`src/rtl/irb_phase_scheduler_pkg.sv`:
```
// rtl/irb_phase_scheduler_pkg.sv - shared types and helpers for the IRB phase scheduler
package irb_sched_pkg;

  typedef enum logic [3:0] {
    ST_IDLE,
    ST_CHECK,
    ST_START,
    ST_WAIT_BSY,
    ST_EXPAND,
    ST_DW,
    ST_PROJECT,
    ST_WAIT_OUT,
    ST_DONE,
    ST_ERR
  } state_t;

  typedef enum logic [1:0] {
    SEQ_IDLE,
    SEQ_FETCH,
    SEQ_LOAD,
    SEQ_GAP
  } seq_state_t;

  typedef enum logic [1:0] {
    ERR_NONE    = 2'b00,
    ERR_ZERO_CH = 2'b01,
    ERR_TIMEOUT = 2'b10
  } err_code_t;

  typedef enum logic {
    KIND_EXPAND  = 1'b0,
    KIND_PROJECT = 1'b1
  } fetch_kind_t;

  // Batches needed to cover ch channels with 2**log2_macs MACs per batch
  function automatic logic [10:0] ceil_batches(input logic [9:0] ch, input int unsigned log2_macs);
    logic [10:0] sum;
    sum = {1'b0, ch} + ((11'd1 << log2_macs) - 11'd1);
    return sum >> log2_macs;
  endfunction

endpackage

```
`src/rtl/irb_phase_scheduler_if.sv`:
```
// rtl/irb_phase_scheduler_if.sv - config, fetch, block-control and status signals of the scheduler
interface irb_phase_scheduler_if #(
  parameter int BATCH_W = 7
);
  logic               cfg_valid;
  logic               cfg_ready;
  logic [9:0]         cfg_input_channels;
  logic [9:0]         cfg_expand_channels;
  logic [9:0]         cfg_output_channels;
  logic               cfg_use_residual;
  logic               fetch_req;
  logic               fetch_kind;
  logic [BATCH_W-1:0] fetch_batch;
  logic               fetch_ack;
  logic               irb_start_block;
  logic               irb_load_expand_data;
  logic               irb_load_project_data;
  logic               irb_dw_window_valid;
  logic               irb_use_residual;
  logic               irb_busy;
  logic               irb_output_valid;
  logic               done;
  logic               error;
  logic [1:0]         error_code;

  modport master (
    input  cfg_valid, cfg_input_channels, cfg_expand_channels, cfg_output_channels,
           cfg_use_residual, fetch_ack, irb_busy, irb_output_valid,
    output cfg_ready, fetch_req, fetch_kind, fetch_batch, irb_start_block,
           irb_load_expand_data, irb_load_project_data, irb_dw_window_valid,
           irb_use_residual, done, error, error_code
  );

  modport slave (
    output cfg_valid, cfg_input_channels, cfg_expand_channels, cfg_output_channels,
           cfg_use_residual, fetch_ack, irb_busy, irb_output_valid,
    input  cfg_ready, fetch_req, fetch_kind, fetch_batch, irb_start_block,
           irb_load_expand_data, irb_load_project_data, irb_dw_window_valid,
           irb_use_residual, done, error, error_code
  );
endinterface

```
`src/rtl/irb_phase_scheduler_batch_sequencer.sv`:
```
// rtl/irb_phase_scheduler_batch_sequencer.sv - fetch/load/gap loop over N operand batches
module irb_batch_sequencer
  import irb_sched_pkg::*;
#(
  parameter int BATCH_W = 7
) (
  input  logic               clock,
  input  logic               reset,
  input  logic               start,
  input  fetch_kind_t        kind,
  input  logic [BATCH_W-1:0] num_batches,
  input  logic               fetch_ack,
  output logic               fetch_req,
  output logic               fetch_kind,
  output logic [BATCH_W-1:0] fetch_batch,
  output logic               load,
  output logic               last_gap
);
  seq_state_t         state_q, state_d;
  fetch_kind_t        kind_q;
  logic [BATCH_W-1:0] batch_q, num_q;
  logic               final_batch;

  assign final_batch = (batch_q == num_q - BATCH_W'(1));
  assign fetch_batch = fetch_req ? batch_q : '0;
  assign fetch_kind  = fetch_req && (kind_q == KIND_PROJECT);

  always_ff @(posedge clock) begin
    if (reset) begin
      state_q <= SEQ_IDLE;
      kind_q  <= KIND_EXPAND;
      batch_q <= '0;
      num_q   <= '0;
    end else begin
      state_q <= state_d;
      if (start) begin
        kind_q  <= kind;
        num_q   <= num_batches;
        batch_q <= '0;
      end else if (state_q == SEQ_GAP) begin
        batch_q <= final_batch ? '0 : batch_q + BATCH_W'(1);
      end
    end
  end

  always_comb begin
    state_d   = state_q;
    fetch_req = 1'b0;
    load      = 1'b0;
    last_gap  = 1'b0;
    case (state_q)
      SEQ_IDLE:  if (start) state_d = SEQ_FETCH;
      SEQ_FETCH: begin
        fetch_req = 1'b1;
        if (fetch_ack) state_d = SEQ_LOAD;
      end
      SEQ_LOAD: begin
        load    = 1'b1;
        state_d = SEQ_GAP;
      end
      SEQ_GAP: begin
        // the gap cycle keeps consecutive load strobes apart
        last_gap = final_batch;
        state_d  = final_batch ? SEQ_IDLE : SEQ_FETCH;
      end
      default:   state_d = SEQ_IDLE;
    endcase
  end
endmodule

```
`src/rtl/irb_phase_scheduler.sv`:
```
// rtl/irb_phase_scheduler.sv - sequences expand, depthwise and project phases of one IRB run
module irb_phase_scheduler
  import irb_sched_pkg::*;
#(
  parameter int NUM_MACS       = 16,
  parameter int DW_CYCLES      = 9,
  parameter int TIMEOUT_CYCLES = 1024,
  parameter int BATCH_W        = 7
) (
  input logic                   clock,
  input logic                   reset,
  irb_phase_scheduler_if.master bus
);
  localparam int LOG2_MACS = $clog2(NUM_MACS);
  localparam int DW_W      = $clog2(DW_CYCLES + 1);
  localparam int TO_W      = $clog2(TIMEOUT_CYCLES + 1);

  state_t             state_q, state_d;
  err_code_t          code_q, code_d;
  fetch_kind_t        seq_kind;
  logic [BATCH_W-1:0] eb_q, pb_q, dw_batch_q, seq_num;
  logic [DW_W-1:0]    dw_cyc_q;
  logic [TO_W-1:0]    tmo_q;
  logic               zero_ch_q, ov_seen_q, use_res_q, error_q;
  logic               accept, err_set, seq_start, seq_load, seq_last, dw_last, tmo_hit;

  assign accept  = bus.cfg_valid && (state_q == ST_IDLE);
  assign tmo_hit = (tmo_q == TO_W'(TIMEOUT_CYCLES - 1));
  // DW spans PB * DW_CYCLES cycles: cycles within a batch, then batches
  assign dw_last = (dw_cyc_q == DW_W'(DW_CYCLES - 1)) && (dw_batch_q == pb_q - BATCH_W'(1));

  always_ff @(posedge clock) begin
    if (reset) begin
      state_q    <= ST_IDLE;
      code_q     <= ERR_NONE;
      error_q    <= 1'b0;
      eb_q       <= '0;
      pb_q       <= '0;
      zero_ch_q  <= 1'b0;
      use_res_q  <= 1'b0;
      ov_seen_q  <= 1'b0;
      tmo_q      <= '0;
      dw_cyc_q   <= '0;
      dw_batch_q <= '0;
    end else begin
      state_q <= state_d;
      if (accept) begin
        eb_q      <= BATCH_W'(ceil_batches(bus.cfg_input_channels, LOG2_MACS));
        pb_q      <= BATCH_W'(ceil_batches(bus.cfg_expand_channels, LOG2_MACS));
        zero_ch_q <= (bus.cfg_input_channels == '0) || (bus.cfg_expand_channels == '0) ||
                     (bus.cfg_output_channels == '0);
        use_res_q <= bus.cfg_use_residual;
        error_q   <= 1'b0;
        code_q    <= ERR_NONE;
      end else if (err_set) begin
        error_q <= 1'b1;
        code_q  <= code_d;
      end
      // an output_valid that arrives before WAIT_OUT must not be lost
      if (accept) ov_seen_q <= 1'b0;
      else if (state_q != ST_IDLE && bus.irb_output_valid) ov_seen_q <= 1'b1;
      if (state_d != state_q) tmo_q <= '0;
      else if (state_q == ST_WAIT_BSY || state_q == ST_WAIT_OUT) tmo_q <= tmo_q + TO_W'(1);
      if (state_q != ST_DW) begin
        dw_cyc_q   <= '0;
        dw_batch_q <= '0;
      end else if (dw_cyc_q == DW_W'(DW_CYCLES - 1)) begin
        dw_cyc_q   <= '0;
        dw_batch_q <= dw_batch_q + BATCH_W'(1);
      end else begin
        dw_cyc_q <= dw_cyc_q + DW_W'(1);
      end
    end
  end

  always_comb begin
    state_d   = state_q;
    code_d    = ERR_NONE;
    err_set   = 1'b0;
    seq_start = 1'b0;
    seq_kind  = KIND_EXPAND;
    seq_num   = eb_q;
    case (state_q)
      ST_IDLE:     if (bus.cfg_valid) state_d = ST_CHECK;
      ST_CHECK: begin
        if (zero_ch_q) begin
          state_d = ST_ERR;
          err_set = 1'b1;
          code_d  = ERR_ZERO_CH;
        end else begin
          state_d = ST_START;
        end
      end
      ST_START:    state_d = ST_WAIT_BSY;
      ST_WAIT_BSY: begin
        if (bus.irb_busy) begin
          state_d   = ST_EXPAND;
          seq_start = 1'b1;
        end else if (tmo_hit) begin
          state_d = ST_ERR;
          err_set = 1'b1;
          code_d  = ERR_TIMEOUT;
        end
      end
      ST_EXPAND:   if (seq_last) state_d = ST_DW;
      ST_DW: begin
        if (dw_last) begin
          state_d   = ST_PROJECT;
          seq_start = 1'b1;
          seq_kind  = KIND_PROJECT;
          seq_num   = pb_q;
        end
      end
      ST_PROJECT:  if (seq_last) state_d = ST_WAIT_OUT;
      ST_WAIT_OUT: begin
        if (bus.irb_output_valid || ov_seen_q) begin
          state_d = ST_DONE;
        end else if (tmo_hit) begin
          state_d = ST_ERR;
          err_set = 1'b1;
          code_d  = ERR_TIMEOUT;
        end
      end
      ST_DONE, ST_ERR: state_d = ST_IDLE;
      default:     state_d = ST_IDLE;
    endcase
  end

  irb_batch_sequencer #(.BATCH_W(BATCH_W)) u_seq (
    .clock       (clock),
    .reset       (reset),
    .start       (seq_start),
    .kind        (seq_kind),
    .num_batches (seq_num),
    .fetch_ack   (bus.fetch_ack),
    .fetch_req   (bus.fetch_req),
    .fetch_kind  (bus.fetch_kind),
    .fetch_batch (bus.fetch_batch),
    .load        (seq_load),
    .last_gap    (seq_last)
  );

  assign bus.cfg_ready             = (state_q == ST_IDLE);
  assign bus.irb_start_block       = (state_q == ST_START);
  assign bus.irb_load_expand_data  = seq_load && (state_q == ST_EXPAND);
  assign bus.irb_load_project_data = seq_load && (state_q == ST_PROJECT);
  assign bus.irb_dw_window_valid   = (state_q == ST_DW);
  assign bus.irb_use_residual      = use_res_q;
  assign bus.done                  = (state_q == ST_DONE) || (state_q == ST_ERR);
  assign bus.error                 = error_q;
  assign bus.error_code            = code_q;
endmodule

```
`src/flat_wrapper.sv`:
```
// flat-port wrapper written by rule: the top's interface ports become plain ports
module irb_phase_scheduler_flat import irb_sched_pkg::*;
#(
  parameter int NUM_MACS       = 16,
  parameter int DW_CYCLES      = 9,
  parameter int TIMEOUT_CYCLES = 1024,
  parameter int BATCH_W        = 7
)
  (clock, reset, bus_cfg_valid, bus_cfg_input_channels, bus_cfg_expand_channels, bus_cfg_output_channels, bus_cfg_use_residual, bus_fetch_ack, bus_irb_busy, bus_irb_output_valid, bus_cfg_ready, bus_fetch_req, bus_fetch_kind, bus_fetch_batch, bus_irb_start_block, bus_irb_load_expand_data, bus_irb_load_project_data, bus_irb_dw_window_valid, bus_irb_use_residual, bus_done, bus_error, bus_error_code);
  irb_phase_scheduler_if #(.BATCH_W(BATCH_W)) bus_i ();
  input logic clock;
  input logic reset;
  input wire logic [$bits(bus_i.cfg_valid)-1:0] bus_cfg_valid;
  input wire logic [$bits(bus_i.cfg_input_channels)-1:0] bus_cfg_input_channels;
  input wire logic [$bits(bus_i.cfg_expand_channels)-1:0] bus_cfg_expand_channels;
  input wire logic [$bits(bus_i.cfg_output_channels)-1:0] bus_cfg_output_channels;
  input wire logic [$bits(bus_i.cfg_use_residual)-1:0] bus_cfg_use_residual;
  input wire logic [$bits(bus_i.fetch_ack)-1:0] bus_fetch_ack;
  input wire logic [$bits(bus_i.irb_busy)-1:0] bus_irb_busy;
  input wire logic [$bits(bus_i.irb_output_valid)-1:0] bus_irb_output_valid;
  output wire logic [$bits(bus_i.cfg_ready)-1:0] bus_cfg_ready;
  output wire logic [$bits(bus_i.fetch_req)-1:0] bus_fetch_req;
  output wire logic [$bits(bus_i.fetch_kind)-1:0] bus_fetch_kind;
  output wire logic [$bits(bus_i.fetch_batch)-1:0] bus_fetch_batch;
  output wire logic [$bits(bus_i.irb_start_block)-1:0] bus_irb_start_block;
  output wire logic [$bits(bus_i.irb_load_expand_data)-1:0] bus_irb_load_expand_data;
  output wire logic [$bits(bus_i.irb_load_project_data)-1:0] bus_irb_load_project_data;
  output wire logic [$bits(bus_i.irb_dw_window_valid)-1:0] bus_irb_dw_window_valid;
  output wire logic [$bits(bus_i.irb_use_residual)-1:0] bus_irb_use_residual;
  output wire logic [$bits(bus_i.done)-1:0] bus_done;
  output wire logic [$bits(bus_i.error)-1:0] bus_error;
  output wire logic [$bits(bus_i.error_code)-1:0] bus_error_code;
  assign bus_i.cfg_valid = bus_cfg_valid;
  assign bus_i.cfg_input_channels = bus_cfg_input_channels;
  assign bus_i.cfg_expand_channels = bus_cfg_expand_channels;
  assign bus_i.cfg_output_channels = bus_cfg_output_channels;
  assign bus_i.cfg_use_residual = bus_cfg_use_residual;
  assign bus_i.fetch_ack = bus_fetch_ack;
  assign bus_i.irb_busy = bus_irb_busy;
  assign bus_i.irb_output_valid = bus_irb_output_valid;
  assign bus_cfg_ready = bus_i.cfg_ready;
  assign bus_fetch_req = bus_i.fetch_req;
  assign bus_fetch_kind = bus_i.fetch_kind;
  assign bus_fetch_batch = bus_i.fetch_batch;
  assign bus_irb_start_block = bus_i.irb_start_block;
  assign bus_irb_load_expand_data = bus_i.irb_load_expand_data;
  assign bus_irb_load_project_data = bus_i.irb_load_project_data;
  assign bus_irb_dw_window_valid = bus_i.irb_dw_window_valid;
  assign bus_irb_use_residual = bus_i.irb_use_residual;
  assign bus_done = bus_i.done;
  assign bus_error = bus_i.error;
  assign bus_error_code = bus_i.error_code;
  irb_phase_scheduler #(.NUM_MACS(NUM_MACS), .DW_CYCLES(DW_CYCLES), .TIMEOUT_CYCLES(TIMEOUT_CYCLES), .BATCH_W(BATCH_W)) u_core (.clock(clock), .reset(reset), .bus(bus_i));
endmodule
```
`config.mk`:
```
export PLATFORM = sky130hd
export DESIGN_NAME = irb_phase_scheduler_flat
export DESIGN_NICKNAME = d
export VERILOG_FILES = /design/src/rtl/irb_phase_scheduler_pkg.sv /design/src/rtl/irb_phase_scheduler_if.sv /design/src/rtl/irb_phase_scheduler_batch_sequencer.sv /design/src/rtl/irb_phase_scheduler.sv /design/src/flat_wrapper.sv
export SDC_FILE = /design/constraint.sdc
export NUM_CORES = 1
export LEC_CHECK = 0
export CORE_ASPECT_RATIO = 0.7
export CORE_UTILIZATION = 58
export CTS_CLUSTER_SIZE = 8
export DETAILED_ROUTE_END_ITERATION = 8
export PLACE_DENSITY = 0.89
export SLEW_MARGIN = 10
export SYNTH_ARGS = -nofsm -noshare
export SYNTH_HDL_FRONTEND = slang
export SYNTH_SLANG_ARGS = --single-unit
```
`constraint.sdc`:
```
create_clock -name clock -period 5.1 [get_ports clock]
set_input_delay 0.51 -clock clock [delete_from_list [all_inputs] [get_ports clock]]
set_output_delay 0.51 -clock clock [all_outputs]
set_load 0.02 [all_outputs]
```
==> results of run 1 <==
## final cells by class
cell class	count	share of cell area, %
multi-input cells	334	50.5
flip-flops and latches	63	29.0
repair buffers	56	12.8
clock buffers	12	3.80
well taps	75	2.16
inverters	15	1.29
clock inverters	3	0.403
## cell usage in the layout (no fill, tap or decap), drive strengths merged, types with 2 or more instances in the layout
cell type / count
nand4: 14
and2: 11
clkinv: 2
o21bai: 2
nand3b: 3
nor2b: 6
inv: 15
nor3: 31
nand2b: 5
dfxtp: 63
xnor2: 30
ha: 12
or3: 2
or2: 2
a21oi: 18
nor2: 54
nand3: 16
mux2i: 9
o31ai: 3
nand2: 28
xor2: 19
nand4b: 2
clkbuf: 12
a211oi: 21
and4: 5
o21ai: 6
a31oi: 7
nor4: 7
nor3b: 2
or4: 3
a21o: 3
clkdlybuf4s50: 55
a2111oi: 2
## final timing paths
check	slack [ns]	from	end
max	2.15	u_core.dw_cyc_q[0]	u_core.tmo_q[5]
min	0.46	u_core.eb_q[6]	u_core.eb_q[6]
max reg2reg	2.15	u_core.dw_cyc_q[0]	u_core.tmo_q[5]
min reg2reg	0.46	u_core.eb_q[6]	u_core.eb_q[6]
## cells by family after synthesis
family	Yosys count
buffers and inverters	38
adder cells (fa/ha/maj)	12
AND/OR/NAND/NOR	195
multiplexers	9
flip-flops	63
AO/OA/AOI/OAI	68
XOR/XNOR	50
## state kept, by name, summed over array words and instances (netlist names)
signal                       count
u_core.tmo_q                    11
u_core.dw_batch_q                7
u_core.eb_q                      7
u_core.pb_q                      7
u_core.u_seq.batch_q             7
u_core.u_seq.num_q               7
u_core.dw_cyc_q                  4
u_core.state_q                   4
u_core.bus.error_code            2
u_core.u_seq.state_q             2
u_core.bus.error                 1
u_core.bus.irb_use_residual      1
u_core.ov_seen_q                 1
u_core.u_seq.kind_q              1
u_core.zero_ch_q                 1
## through the flow
step / util (%) / hold slack, ns / instances / cell area, sq um
6_report: 74.1 / 0.459 / 558 / 4350
5_1_grt: 74.1 / 0.504 / 558 / 4350
4_1_cts: 74.1 / 0.455 / 558 / 4350
3_5_place_dp: 71.0 / 0.448 / 543 / 4170
3_3_place_gp: 71.0 / 0.446 / 543 / 4170
2_1_floorplan: - / 0.430 / 435 / 3620
## per-layer routing
layer | GRT usage (%) | vias up | wire (um)
met4 | 6.43 | 0 | 68
met1 | 35.9 | 1526 | 3810
met3 | 8.00 | 10 | 609
li1 | - | 1629 | -
met5 | 0 | - | 0
met2 | 40.6 | 127 | 3710
## worst min-delay path, cell delays in order (launching register included)
cell	delay (ns)
dfxtp_1	0.31
nand2_1	0.05
a21oi_1	0.05
## power breakdown
group          switching (W)  internal [W]  total, W
Combinational       0.000159      0.000125  0.000284
Sequential         0.0000424      0.000522  0.000564
Clock               0.000186      0.000212  0.000398
==> impl_metrics.tcl, run 1 <==
set metrics [dict create \
    num_io_pins 56 \
    multi_input_area_sq_um 2200 \
    fillCellCount 424 \
    outcome "finished clean" \
    n_antenna_cell 0 \
    synth_top_family_by_area "simple AND/OR/NAND/NOR gates" \
    syn_area_sq_um 3620 \
    holdCritPathClass "reg2reg" \
    syn_avg_cell_area_sq_um 8.32 \
    vdd_ir_drop_max_v 0.000240 \
    max_slew.worst_pin.slew_ns 0.941 \
    synth-seq-cells 63 \
    setup_viol 0 \
    synthSimpleGateAreaFrac_pct 28.0 \
    port_buffers 55 \
    fin_setup_tns_ns 0 \
    cp.arrival_ns 3.16 \
    synth-edff-count 0 \
    slew_headroom_pct 37.3 \
    firstDrtPassIters 5 \
    synth_cells 435 \
    vias 3292 \
    crit_cells 8 \
    viasPerCell 5.90 \
    route.final.wire_length_um 8200 \
    ant_nets 0 \
    rows 23 \
    synth-xor-area-share_pct 12.5 \
    post_cts_resized 0 \
    total_power_w 0.00125 \
    holdBufCountCts 0 \
    finalWeightedCongestion 0.881 \
    ys_top_cells_by_count "63 x dfxtp_1, 54 x nor2_1, 31 x nor3_1, 30 x xnor2_1, 28 x nand2_1" \
    drive_gt1_share_pct 6.21 \
    post-route-drc-count 0 \
    cts.sinks 63 \
    setup_ws_ns 2.15 \
    first_iter_violations 295 \
    area_growth_pct 20.3 \
    cts_buffer_depth 2 \
    drv_slew 0 \
    max_cap_viol_count 0 \
    synthAdderAreaFrac_pct 4.15 \
    muxShareOfSynthArea_pct 2.49 \
    async_reset_ff_share_pct 0 \
    ys_warn_count 0 \
    nets 528 \
    hold_viol_final 0 \
    path_max_fanout 19 \
    cts_max_level 3 \
    powerDensity_nw_per_um2 286 \
    grt_start_max_net_pins 38 \
    antenna_found_initial 0 \
    rr_worst_depth 8 \
    critPathMaxStageDelay_ns 0.76 \
    synth_compound_area_share_pct 13.7 \
    worstSkewPairLatency_ns 0.35 \
    cp_slowest_cell "a2111oi_1" \
    yosysMostFrequentCell "dfxtp_1" \
    critPathRequiredTime_ns 5.31 \
    fmax_ghz 0.339 \
    grt_usage_pct 26.2 \
    routedWlPerCell_um 14.7 \
    clockRootBuffer "clkbuf_8" \
    rsz0062_at_grt "no" \
    synthTopCellsByArea "dfxtp_1 35%, xnor2_1 7.3%, nor2_1 5.6%" \
    dp_hpwl_um 5880 \
    overflow 0 \
    crit_type "reg2reg" \
    numCtsBuffers 9 \
    grt_pass1_wl_um 13000 \
    start_util_pct 61.6 \
    synth.distinct_cells 50 \
    clkSlewWorstSetupHoldPaths_ns 0.06 \
    skew_ns 0.00811 \
    dieArea_sq_um 6560 \
    worst_setup_path_end_kind "register" \
    path_buf_inv 1 \
    crit_family "simple AND/OR/NAND/NOR gates" \
    whs_path_depth 2 \
    start_kind "register" \
    dp_worst_setup_slack_ns 2.23 \
    netlist.area_leader.share_pct 34.9 \
    synth_ff_type "dfxtp_1" \
    path_cells "inv_1, ha_1, nand2_1, or2_2, a2111oi_1, nand4_4, nand4_1, nor3_1" \
    regArea_sq_um 1260 \
    die_x_um 96.4 \
    power.static_leakage_nw 1.56 \
    grt_pass1_vias 2774 \
    cts_setup_buffers 0 \
    finalCritPeriodShare_pct 57.9 \
    min_period_ns 2.95 \
    synth_nets 484 \
    yosys.area.top_type "dfxtp_1" \
    cts_tree "done" \
    core_sq_um 5870 \
    synth-seq-area-share_pct 34.9 \
    fp.dieH_um 68.1 \
]
Note: power is estimated with default switching activity, not from simulation.
==> run 2: changes to the inputs <==
--- a/config.mk
+++ b/config.mk
@@ -6,10 +6,10 @@
 export NUM_CORES = 1
 export LEC_CHECK = 0
 export CORE_ASPECT_RATIO = 0.7
-export CORE_UTILIZATION = 58
+export CORE_UTILIZATION = 54
 export CTS_CLUSTER_SIZE = 8
 export DETAILED_ROUTE_END_ITERATION = 8
-export PLACE_DENSITY = 0.89
+export PLACE_DENSITY = 0.84
 export SLEW_MARGIN = 10
 export SYNTH_ARGS = -nofsm -noshare
 export SYNTH_HDL_FRONTEND = slang
==> constraint.sdc (replaced) <==
create_clock -name clock -period 2.8 [get_ports clock]
set_input_delay 0.28 -clock clock [delete_from_list [all_inputs] [get_ports clock]]
set_output_delay 0.28 -clock clock [all_outputs]
set_load 0.02 [all_outputs]
==> impl_metrics.tcl, run 2 (same netlist as run 1, synthesis figures left out) <==
set metrics [dict create \
    post-route-drc-count 0 \
    critPathLaunch "u_core.pb_q[0]" \
    crit_family "simple AND/OR/NAND/NOR gates" \
    finalCritPeriodShare_pct 86.3 \
    final_cell_mix "63 x dfxtp_1, 55 x clkdlybuf4s50_1, 54 x nor2_1, 31 x nor3_1, 30 x xnor2_1" \
    area_growth_pct 22.1 \
    dr_wl_met2_um 3630 \
    vdd_ir_drop_max_v 0.000445 \
    viasPerCell 5.70 \
    dr_wl_met3_um 562 \
    numCtsBuffers 9 \
    cts_tree "done" \
    slew_headroom_pct 59.4 \
    mostFrequentLayoutCell "dfxtp_1" \
    grt_pass1_vias 2975 \
    critPathRequiredTime_ns 3.02 \
    cts_buffer_depth 2 \
    start_util_pct 57.1 \
    nets 532 \
    holdBufCountCts 0 \
    num_io_pins 56 \
    finalWeightedCongestion 0.877 \
    start_kind "register" \
    max_cap_viol_count 0 \
    clkSlewWorstSetupHoldPaths_ns 0.07 \
    setup_viol 0 \
    worstHoldStart "u_core.bus.irb_use_residual" \
    n_antenna_cell 0 \
    top_layer_used "met4" \
    timing.hold.ws_ns 0.461 \
    core_sq_um 6340 \
    routedWlPerCell_um 14.2 \
    route.final.wire_length_um 8250 \
    crit_type "reg2reg" \
    path_buf_inv 0 \
    worst_setup_path_end_kind "register" \
    path_max_fanout 11 \
    port_buffers 55 \
    drv_slew 0 \
    fmax_ghz 0.414 \
    post_cts_resized 0 \
    antenna_found_initial 0 \
    r2r_start "u_core.pb_q[0]" \
    overflow 0 \
    grt_usage_pct 25.1 \
    max_slew.worst_pin.slew_ns 0.603 \
    firstDrtPassIters 5 \
    hold_viol_final 0 \
    cts_setup_buffers 0 \
    cp.arrival_ns 2.63 \
    rows 24 \
    dieArea_sq_um 7040 \
    cts.sinks 63 \
    clockRootBuffer "clkbuf_8" \
    final_cell_area_sq_um 4420 \
    die_x_um 99.8 \
    grt_start_max_net_pins 33 \
    wl_met1_um 3920 \
    dp_hpwl_um 6080 \
    holdCritPathClass "reg2reg" \
    regMostFlops "u_core.tmo_q" \
    fin_setup_tns_ns 0 \
    grt_pass1_wl_um 13800 \
    largest_register_ffs 11 \
    rsz0062_at_grt "no" \
    drive_gt1_share_pct 7.17 \
    powerDensity_nw_per_um2 532 \
    first_iter_violations 221 \
    fp.dieH_um 70.5 \
    worstSkewPairLatency_ns 0.35 \
    min_period_ns 2.42 \
    outcome "finished clean" \
    cts_max_level 3 \
    path_cells "or3_1, or4_1, a211oi_2, nand4_4, nand4_1, nor3_1" \
    power.static_leakage_nw 1.58 \
    vias 3302 \
    cp_slowest_cell "or3_1" \
    critPathMaxStageDelay_ns 0.44 \
    ant_nets 0 \
    skew_ns 0.00653 \
    place_area_sq_um 4220 \
]
run 2: final cells by class:
| type | count | area (sq um) |
|---|---|---|
| multi-input cells | 334 | 2200 |
| inverters | 15 | 56.3 |
| clock buffers | 10 | 138 |
| well taps | 91 | 114 |
| flip-flops and latches | 63 | 1260 |
| clock inverters | 6 | 60.1 |
| fillers | 492 | 1920 |
| repair buffers | 60 | 588 |
run 2: metal layers:
| layer | vias to the layer above | track usage [%] |
|---|---|---|
| li1 | 1643 | - |
| met1 | 1511 | 33.4 |
| met2 | 129 | 38.6 |
| met3 | 19 | 8.01 |
| met4 | 0 | 7.68 |
| met5 | - | 0 |
run 2: path summary, 6_finish.rpt:
path,slack [ns],cells past startpoint,to
worst max-delay path,0.38,6,u_core.tmo_q[7]
worst min-delay path,0.46,2,u_core.bus.irb_use_residual
worst max register to register,0.38,6,u_core.tmo_q[7]
worst min register to register,0.46,2,u_core.bus.irb_use_residual
run 2: per-stage QoR:
| stage | util [%] | std cells | worst slack, ns | power (W) |
|---|---|---|---|---|
| after floorplan | - | 435 | 0.452 | 0.00138 |
| after global placement | 66.6 | 563 | 0.499 | 0.00154 |
| after detailed placement | 66.6 | 563 | 0.384 | 0.00156 |
| after CTS | 69.7 | 579 | 0.394 | 0.00235 |
| after global routing | 69.7 | 579 | 0.191 | 0.00246 |
| final | 69.7 | 579 | 0.383 | 0.00235 |
run 2: where the power goes:
| part | internal [W] | total, W | switching, W |
|---|---|---|---|
| Clock | 0.000430 | 0.000794 | 0.000364 |
| Combinational | 0.000232 | 0.000529 | 0.000297 |
| Sequential | 0.000950 | 0.00103 | 0.0000771 |
run 2: worst min-delay path: cells and delay by family (launching register included):
| kind | cells | cell delay [ns] |
|---|---|---|
| AO/OA/AOI/OAI | 1 | 0.05 |
| flip-flops | 1 | 0.31 |
| AND/OR/NAND/NOR | 1 | 0.05 |
==> run 3: changes to the inputs <==
--- a/config.mk
+++ b/config.mk
@@ -5,8 +5,10 @@
 export SDC_FILE = /design/constraint.sdc
 export NUM_CORES = 1
 export LEC_CHECK = 0
+export ABC_AREA = 1
 export CORE_ASPECT_RATIO = 0.7
 export CORE_UTILIZATION = 54
+export CTS_CLUSTER_DIAMETER = 30
 export CTS_CLUSTER_SIZE = 8
 export DETAILED_ROUTE_END_ITERATION = 8
 export PLACE_DENSITY = 0.84
==> impl_metrics.tcl, run 3 <==
set metrics [dict create \
    dp_hpwl_um 6400 \
    power.static_leakage_nw 1.95 \
    finalWeightedCongestion 0.848 \
    overflow 0 \
    clockRootBuffer "clkbuf_8" \
    rows 24 \
    netlist.area_leader.share_pct 34.7 \
    whs_path_depth 2 \
    cts_buffer_depth 2 \
    synth_ff_type "dfxtp_1" \
    final_cell_area_sq_um 4430 \
    dieArea_sq_um 7070 \
    regMostFlops "u_core.tmo_q" \
    outcome "finished clean" \
    die_x_um 100 \
    grt_pass1_wl_um 14600 \
    holdCritPathClass "reg2reg" \
    cts.sinks 63 \
    post-route-drc-count 0 \
    synth_nets 573 \
    n_antenna_cell 0 \
    grt_start_max_net_pins 19 \
    critPathRequiredTime_ns 2.52 \
    nets 631 \
    async_reset_ff_share_pct 0 \
    max_cap_viol_count 0 \
    setup_ws_ns 0.386 \
    grt_pass1_vias 3240 \
    num_io_pins 56 \
    mostFrequentLayoutCell "nand2_1" \
    fp.dieH_um 70.7 \
    synth-edff-count 0 \
    grt_usage_pct 25.7 \
    cts_max_level 3 \
    post_cts_resized 0 \
    fin_setup_tns_ns 0 \
    critPathCapture "bus_irb_load_expand_data" \
    largest_register_ffs 11 \
    cts_tree "done" \
    powerDensity_nw_per_um2 520 \
    r2r_end "u_core.tmo_q[9]" \
    holdBufCountCts 0 \
    synth.distinct_cells 42 \
    start_util_pct 57.1 \
    core_sq_um 6370 \
    clkSlewWorstSetupHoldPaths_ns 0.07 \
    synth-seq-cells 63 \
    routedWlPerCell_um 12.3 \
    finalCritPeriodShare_pct 86.2 \
    cts_setup_buffers 0 \
    ys_top_cells_by_count "92 x nand2_1, 87 x inv_1, 76 x nor2_1, 63 x dfxtp_1, 24 x nand3_1" \
    reg2reg_slack_ns 0.55 \
    vias 3442 \
    rr_worst_depth 15 \
    synth-seq-area-share_pct 34.7 \
    first_iter_violations 229 \
    numCtsBuffers 9 \
    final_cell_mix "92 x nand2_1, 87 x inv_1, 76 x nor2_1, 63 x dfxtp_1, 55 x clkdlybuf4s50_1" \
    antenna_found_initial 0 \
    slew_headroom_pct 60.9 \
    dp_worst_setup_slack_ns 0.570 \
    syn_area_sq_um 3640 \
    r2r_start "u_core.pb_q[0]" \
    firstDrtPassIters 5 \
    start_kind "register" \
    rsz0062_at_grt "no" \
    ant_nets 0 \
    area_growth_pct 21.9 \
    timing.hold.ws_ns 0.467 \
    critPathLaunch "u_core.state_q[2]" \
    yosys.area.top_type "dfxtp_1" \
    port_buffers 55 \
    synth_cells 524 \
    syn_avg_cell_area_sq_um 6.94 \
    skew_ns 0.00851 \
    finalNonFillerCells 677 \
    place_area_sq_um 4260 \
    setup_viol 0 \
    viasPerCell 5.08 \
    dp.cells 662 \
    drive_gt1_share_pct 10.2 \
    synthTopCellsByArea "dfxtp_1 35%, nand2_1 9.5%, inv_1 9.0%" \
    ys_warn_count 0 \
    min_period_ns 2.41 \
    drv_slew 0 \
    max_slew.worst_pin.slew_ns 0.585 \
    hold_viol_final 0 \
    crit_type "reg2out" \
    path_max_fanout 4 \
    worstSkewPairLatency_ns 0.34 \
    route.final.wire_length_um 8350 \
    fmax_ghz 0.414 \
    cp.arrival_ns 2.13 \
    worst_setup_path_end_kind "primary output" \
    vdd_ir_drop_max_v 0.000326 \
    yosysMostFrequentCell "nand2_1" \
]
## run 3: changes by cell type after synthesis, moves of 12 or more
cell	before	now
a211oi_1	13	1
clkbuf_1	18	3
inv_1	15	87
nand2_1	28	92
nor2_1	54	76
nor2_2	0	17
nor3_1	31	10
xnor2_1	30	10
## run 3: power breakdown
group / internal (W) / total [W] / leakage, nW / switching [W]
registers: 0.000947 / 0.000997 / 0.511 / 0.0000500
clock network: 0.000404 / 0.000743 / 0.0892 / 0.000339
logic: 0.000223 / 0.000566 / 1.35 / 0.000343
total: 0.00157 / 0.00231 / 1.95 / 0.000732
## run 3: how the worst min path moves through the flow
stage | end | slack (ns) | startpoint
3_5_place_dp | u_core.bus.error_code[0] | 0.46 | u_core.bus.error_code[0]
3_3_place_gp | u_core.dw_cyc_q[0] | 0.44 | u_core.dw_cyc_q[0]
5_1_grt | u_core.bus.error_code[0] | 0.50 | u_core.bus.error_code[0]
2_1_floorplan | u_core.state_q[2] | 0.35 | reset
4_1_cts | u_core.bus.error_code[0] | 0.47 | u_core.bus.error_code[0]
6_report | u_core.bus.error_code[0] | 0.47 | u_core.bus.error_code[0]
## run 3: final cells by class
class / count / area [sq um]
flip-flops and latches: 63 / 1260
fillers: 560 / 1930
well taps: 91 / 114
clock buffers: 11 / 131
repair buffers: 56 / 558
inverters: 94 / 353
clock inverters: 4 / 47.5
multi-input cells: 358 / 1970
## run 3: worst max-delay path, stage by stage (launching register included)
cell and delay [ns]:
dfxtp_1 0.37, inv_1 0.10, nor2_1 0.22, inv_1 0.14, nor4_1 0.29, clkdlybuf4s50_1 0.68
## run 3: cells by family after synthesis
group                    share of synthesized area, %
buffers and inverters                            11.2
flip-flops                                       34.7
multiplexers                                    0.275
XOR/XNOR                                         6.98
adder cells (fa/ha/maj)                          4.13
AND/OR/NAND/NOR                                  31.8
AO/OA/AOI/OAI                                    10.9
## run 3: metrics by stage
step | utilization [%] | power [W]
finish | 69.7 | 0.00231
global route | 69.7 | 0.00245
CTS | 69.7 | 0.00232
detailed placement | 66.8 | 0.00157
global placement | 66.8 | 0.00155
floorplan | - | 0.00140
## run 3: metal layers
metal / track usage, % / share of wire [%] / vias up
li1: - / - / 1773
met1: 36.7 / 49 / 1555
met2: 39.5 / 44 / 110
met3: 5.93 / 6.6 / 4
met4: 6.28 / 0.42 / 0
met5: 0 / 0 / -
